**config.mk**
```make
export PLATFORM = sky130hd
export DESIGN_NAME = ccta_pipe
export DESIGN_NICKNAME = d
export VERILOG_FILES = /design/src/rtl/ccta_pkg.sv /design/src/rtl/ccta_alu.sv /design/src/rtl/ccta_pipe.sv
export SDC_FILE = /design/constraint.sdc
export NUM_CORES = 1
export LEC_CHECK = 0
export BUFFER_PORTS_ARGS = -buffer_cell sky130_fd_sc_hd__clkbuf_2
export CAP_MARGIN = 20
export CORE_MARGIN = 8
export CORE_UTILIZATION = 25
export CTS_CLUSTER_SIZE = 12
export DETAILED_ROUTE_END_ITERATION = 8
export PLACE_DENSITY = 0.38
export SLEW_MARGIN = 10
export SYNTH_ARGS = -nofsm -noshare
export SYNTH_HDL_FRONTEND = slang
export SYNTH_HIERARCHICAL = 1
export SYNTH_SLANG_ARGS = --single-unit
```
**constraint.sdc**
```tcl
create_clock -name clk -period 3.7 [get_ports clk]
set_input_delay 0.74 -clock clk [delete_from_list [all_inputs] [get_ports clk]]
set_output_delay 0.74 -clock clk [all_outputs]
set_load 0.03 [all_outputs]
```
**src/rtl/ccta_pkg.sv**
```systemverilog
// ccta_pkg: mode encodings shared by the CCTA combine blocks and their benches.
package ccta_pkg;
    localparam logic [1:0] MODE_AB  = 2'b00;
    localparam logic [1:0] MODE_BC  = 2'b01;
    localparam logic [1:0] MODE_MAX = 2'b10;
    localparam logic [1:0] MODE_ACC = 2'b11;
endpackage

```
**src/rtl/ccta_alu.sv**
```systemverilog
// ccta_alu: combinational stage-2 datapath (sums, 3-way max, clear-first saturating accumulate).
module ccta_alu
    import ccta_pkg::*;
#(
    parameter int WIDTH = 4,
    parameter int ACC_W = 6
) (
    input  logic [WIDTH-1:0] a_i,
    input  logic [WIDTH-1:0] b_i,
    input  logic [WIDTH-1:0] c_i,
    input  logic [1:0]       mode_i,
    input  logic [ACC_W-1:0] acc_i,
    input  logic             clr_i,
    output logic [ACC_W-1:0] res_o,
    output logic [ACC_W-1:0] acc_o,
    output logic             sat_o
);
    localparam int AW1 = ACC_W + 1;
    logic [WIDTH-1:0] mx_ab, mx;
    logic [ACC_W:0]   nxt;
    always_comb begin
        mx_ab = (a_i > b_i) ? a_i : b_i;
        mx    = (mx_ab > c_i) ? mx_ab : c_i;
        // one extra bit catches the carry that marks a clamp
        nxt   = (clr_i ? '0 : AW1'(acc_i)) + AW1'(a_i) + AW1'(b_i) + AW1'(c_i);
        sat_o = nxt[ACC_W];
        acc_o = sat_o ? '1 : nxt[ACC_W-1:0];
        res_o = (mode_i == MODE_AB)  ? ACC_W'(a_i) + ACC_W'(b_i)
              : (mode_i == MODE_BC)  ? ACC_W'(b_i) + ACC_W'(c_i)
              : (mode_i == MODE_MAX) ? ACC_W'(mx)
              : acc_o;
    end
endmodule

```
**src/rtl/ccta_pipe.sv**
```systemverilog
// ccta_pipe: 2-stage valid/ready CCTA combine unit with saturating accumulator and sticky flag.
module ccta_pipe
    import ccta_pkg::*;
#(
    parameter int WIDTH = 4,
    parameter int ACC_W = 6
) (
    input  logic             clk,
    input  logic             rst_n,
    input  logic [WIDTH-1:0] a_i,
    input  logic [WIDTH-1:0] b_i,
    input  logic [WIDTH-1:0] c_i,
    input  logic [1:0]       mode_i,
    input  logic             in_valid_i,
    output logic             in_ready_o,
    input  logic             acc_clr_i,
    output logic [ACC_W-1:0] q_o,
    output logic             out_valid_o,
    input  logic             out_ready_i,
    output logic             sat_o
);
    if (ACC_W < WIDTH + 2 || WIDTH < 2) begin : g_chk
        $error("ccta_pipe: need WIDTH >= 2 and ACC_W >= WIDTH+2");
    end

    logic             s1_valid_q, s1_valid_d, out_valid_q, out_valid_d, sat_q, sat_d;
    logic [WIDTH-1:0] s1_a_q, s1_a_d, s1_b_q, s1_b_d, s1_c_q, s1_c_d;
    logic [1:0]       s1_mode_q, s1_mode_d;
    logic [ACC_W-1:0] q_q, q_d, acc_q, acc_d, alu_res, alu_acc;
    logic             alu_sat, adv2, take, acc_adv;

    ccta_alu #(.WIDTH(WIDTH), .ACC_W(ACC_W)) u_alu (
        .a_i(s1_a_q), .b_i(s1_b_q), .c_i(s1_c_q), .mode_i(s1_mode_q),
        .acc_i(acc_q), .clr_i(acc_clr_i),
        .res_o(alu_res), .acc_o(alu_acc), .sat_o(alu_sat)
    );

    always_comb begin
        adv2        = s1_valid_q && (!out_valid_q || out_ready_i);
        in_ready_o  = !s1_valid_q || adv2;
        take        = in_valid_i && in_ready_o;
        acc_adv     = adv2 && (s1_mode_q == MODE_ACC);
        s1_valid_d  = take || (s1_valid_q && !adv2);
        s1_a_d      = take ? a_i : s1_a_q;
        s1_b_d      = take ? b_i : s1_b_q;
        s1_c_d      = take ? c_i : s1_c_q;
        s1_mode_d   = take ? mode_i : s1_mode_q;
        out_valid_d = adv2 || (out_valid_q && !out_ready_i);
        q_d         = adv2 ? alu_res : q_q;
        // the ALU already folds a same-edge clear into alu_acc/alu_sat
        acc_d       = acc_adv ? alu_acc : (acc_clr_i ? '0 : acc_q);
        sat_d       = (acc_adv && alu_sat) || (sat_q && !acc_clr_i);
    end

    always_ff @(posedge clk or negedge rst_n) begin
        if (!rst_n) begin
            s1_valid_q  <= 1'b0;
            s1_a_q      <= '0;
            s1_b_q      <= '0;
            s1_c_q      <= '0;
            s1_mode_q   <= '0;
            out_valid_q <= 1'b0;
            q_q         <= '0;
            acc_q       <= '0;
            sat_q       <= 1'b0;
        end else begin
            s1_valid_q  <= s1_valid_d;
            s1_a_q      <= s1_a_d;
            s1_b_q      <= s1_b_d;
            s1_c_q      <= s1_c_d;
            s1_mode_q   <= s1_mode_d;
            out_valid_q <= out_valid_d;
            q_q         <= q_d;
            acc_q       <= acc_d;
            sat_q       <= sat_d;
        end
    end

    assign q_o         = q_q;
    assign out_valid_o = out_valid_q;
    assign sat_o       = sat_q;
endmodule

```
==> impl_metrics.tcl <==
set metrics [dict create \
    critical_path_depth 12 \
    cts_inserted_buffers 5 \
    r2r_end "q_o[5]" \
    grt_usage_pct 10.02 \
    rr_worst_depth 12 \
    dpl_worst_slack_ns 0.2855 \
    numPortBuffers 27 \
    final.period_utilization_pct 92.65 \
    overflow 0 \
    max-vdd-ir-drop_v 0.0002310 \
    min_from "q_o[3]" \
    cts_max_path_buffers 2 \
    syn_area_per_cell_um2 10.69 \
    yosys_most_used_dff "dfrtp_1" \
    power_mw 1.679 \
    die_h_um 113.4 \
    rr_startpoint "s1_c_q[1]" \
    holdPathEnd "q_o[3]" \
    grt_util_met3_pct 2.219 \
    place.gp.congestion 0.7972 \
    max-cap-violations 0 \
    grt_pass1_vias 1847 \
    setup_slack_ns 0.2719 \
    num_vias 1706 \
    final_area_um2 2748 \
    synth_seq_area_share_pct 30.59 \
    drt_wl_total_um 6121 \
    whs_ns 0.5166 \
    worst-endpoint-arrival_ns 3.60 \
    post-cts-setup-buffers 0 \
    area_growth_pct 15.82 \
    powerDensity_nw_per_um2 611.1 \
    n_fill_cell 975 \
    drc 0 \
    p_leak_nw 1.343 \
    finalSetupTns_ns 0 \
    multi_input_area_um2 1523 \
    placementRows 35 \
    die_x_um 113.4 \
    critical-path-top-delay-family "adder cells" \
    crit_path_top_delay_cell "fa_1" \
    layout_common_cells "dfrtp_1, clkbuf_2, inv_1" \
    slowest_delay_ns 0.53 \
    rrSetupSlack_ns 0.27 \
    hold_viol_final 0 \
    tightestPinTransition_ns 0.8375 \
    cp_num_buf_inv 3 \
    dp.final_hpwl_um 4799 \
    ant_nets 0 \
    status "completed" \
    grt_use_met2_pct 16.11 \
    ys_types 46 \
    synth_edf_count 0 \
    crit_chain "inv_1 > fa_1 > inv_1 > fa_1 > ha_1 > inv_1 > fa_1 > and2b_1 > o2111ai_1 > a211o_1 > and2_1 > mux2_2" \
    grt-busiest-layer "met2" \
    drive_gt1_share_pct 28.79 \
    yosys_warnings 6 \
    io_pins 28 \
    cts_root_buf "clkbuf_8" \
    final_common_cell "dfrtp_1" \
    clk_latency_ns 0.29 \
    fin_util_pct 29.74 \
    vias_per_cell 4.420 \
    setup_viol 0 \
    crit_type "flip-flop to flip-flop" \
    grt_max_degree 30 \
    place_area_um2 2661 \
    h-tree-depth 2 \
    seqCellArea_um2 725.7 \
    async_flop_share_pct 100.0 \
    netlist_area_um2 2372 \
    cp-start-kind "flip-flop" \
    fin_nets 308 \
    ctsHoldBuffers 0 \
    diodes 0 \
    dp.cells 378 \
    crit_required_ns 3.88 \
    antenna_found_initial 0 \
    core_um2 9240 \
    fin_crit_ns 3.428 \
    drv_slew 0 \
    drtIter0Drc 120 \
    synth-seq-cells 29 \
    tritoncts "done" \
    clkSinkCount 29 \
    synth_cells 222 \
    drt_pass1_iterations 4 \
    syn_nets 274 \
    hold_class "flip-flop to flip-flop" \
    path_clk_slew_ns 0.08 \
    grt_pass1_wl_um 9984 \
    die-area_um2 12860 \
    ctsResizeCount 0 \
    post_drt_wl_per_cell_um 15.86 \
    fmax_ghz 0.2917 \
    slew_headroom_pct 44.17 \
    rsz0062_at_grt "false" \
    cp-end-kind "flip-flop" \
    finClkSkew_ns 0.009934 \
    holdPathStages 1 \
    cp_max_fo 4 \
    fin_cells 386 \
    grt_util_met1_pct 12.95 \
    start_util_pct 25.67 \
]
kinds of logic (layout without fill, tap and decap cells):
family,count (synthesis),after routing,share of synthesized area [%]
and+or+nand+nor,58,58,14.87
muxes,29,29,15.19
buffers and inverters,28,63,5.221
adders and majority gates,33,33,20.57
xor gates and xnor gates,4,4,1.477
DFF,29,29,30.59
AOI/OAI and AO/OA,41,41,12.08
Yosys cell counts, types with 2 or more instances:
library cell / n / share of area (%)
o21ai_0: 8 / 1.7
nor3b_1: 2 / 0.63
xnor2_1: 3 / 1.1
nand2b_2: 2 / 0.74
mux2_4: 10 / 6.3
o31ai_1: 3 / 0.95
or2_2: 2 / 0.53
nor2_1: 8 / 1.3
a21oi_1: 9 / 1.9
nand2b_1: 2 / 0.53
inv_1: 25 / 4.0
fa_1: 10 / 8.4
a21o_1: 3 / 0.95
nand2_1: 7 / 1.1
a32oi_1: 2 / 0.74
dfrtp_1: 29 / 31
mux2i_1: 3 / 1.3
nor2b_1: 17 / 4.5
ha_1: 23 / 12
mux2_2: 16 / 7.6
o211ai_1: 4 / 1.3
a211o_1: 2 / 0.74
nand3_1: 9 / 1.9
cell type report:
type                       instances  area share [%]
tap                              129           5.874
timing repair buffer              30           5.738
clock inverter                     3          0.6375
inverter                          25           3.415
sequential                        29           26.41
clock buffer                       5           2.505
multi-input combinational        165           55.42
routing by layer:
metal | vias to the layer above | part of all wire (%)
li1 | 841 | -
met1 | 836 | 48
met2 | 25 | 48
met3 | 4 | 2.8
met4 | 0 | 0.90
met5 | - | 0
flip-flops by register name, summed over array words and instances (netlist names):
signal / flops
acc_q: 6
s1_mode_q: 2
s1_a_q: 4
s1_valid_q: 1
q_o: 6
out_valid_o: 1
s1_c_q: 4
s1_b_q: 4
sat_o: 1
power breakdown:
| group | switching [mW] | total (mW) | internal, mW |
|---|---|---|---|
| logic | 0.531 | 0.954 | 0.422 |
| registers | 0.0665 | 0.454 | 0.388 |
| clock network | 0.141 | 0.271 | 0.130 |
| total | 0.739 | 1.68 | 0.940 |
worst max path at each step:
stage	start	endpoint	slack (ns)
finish	s1_c_q[1]	q_o[5]	0.27
floorplan	s1_b_q[1]	q_o[5]	0.43
global route	s1_c_q[1]	q_o[5]	0.12
detailed placement	s1_c_q[1]	q_o[5]	0.29
global placement	acc_clr_i	q_o[5]	0.25
CTS	s1_c_q[1]	q_o[5]	0.25
(Power assumes the default switching activity.)
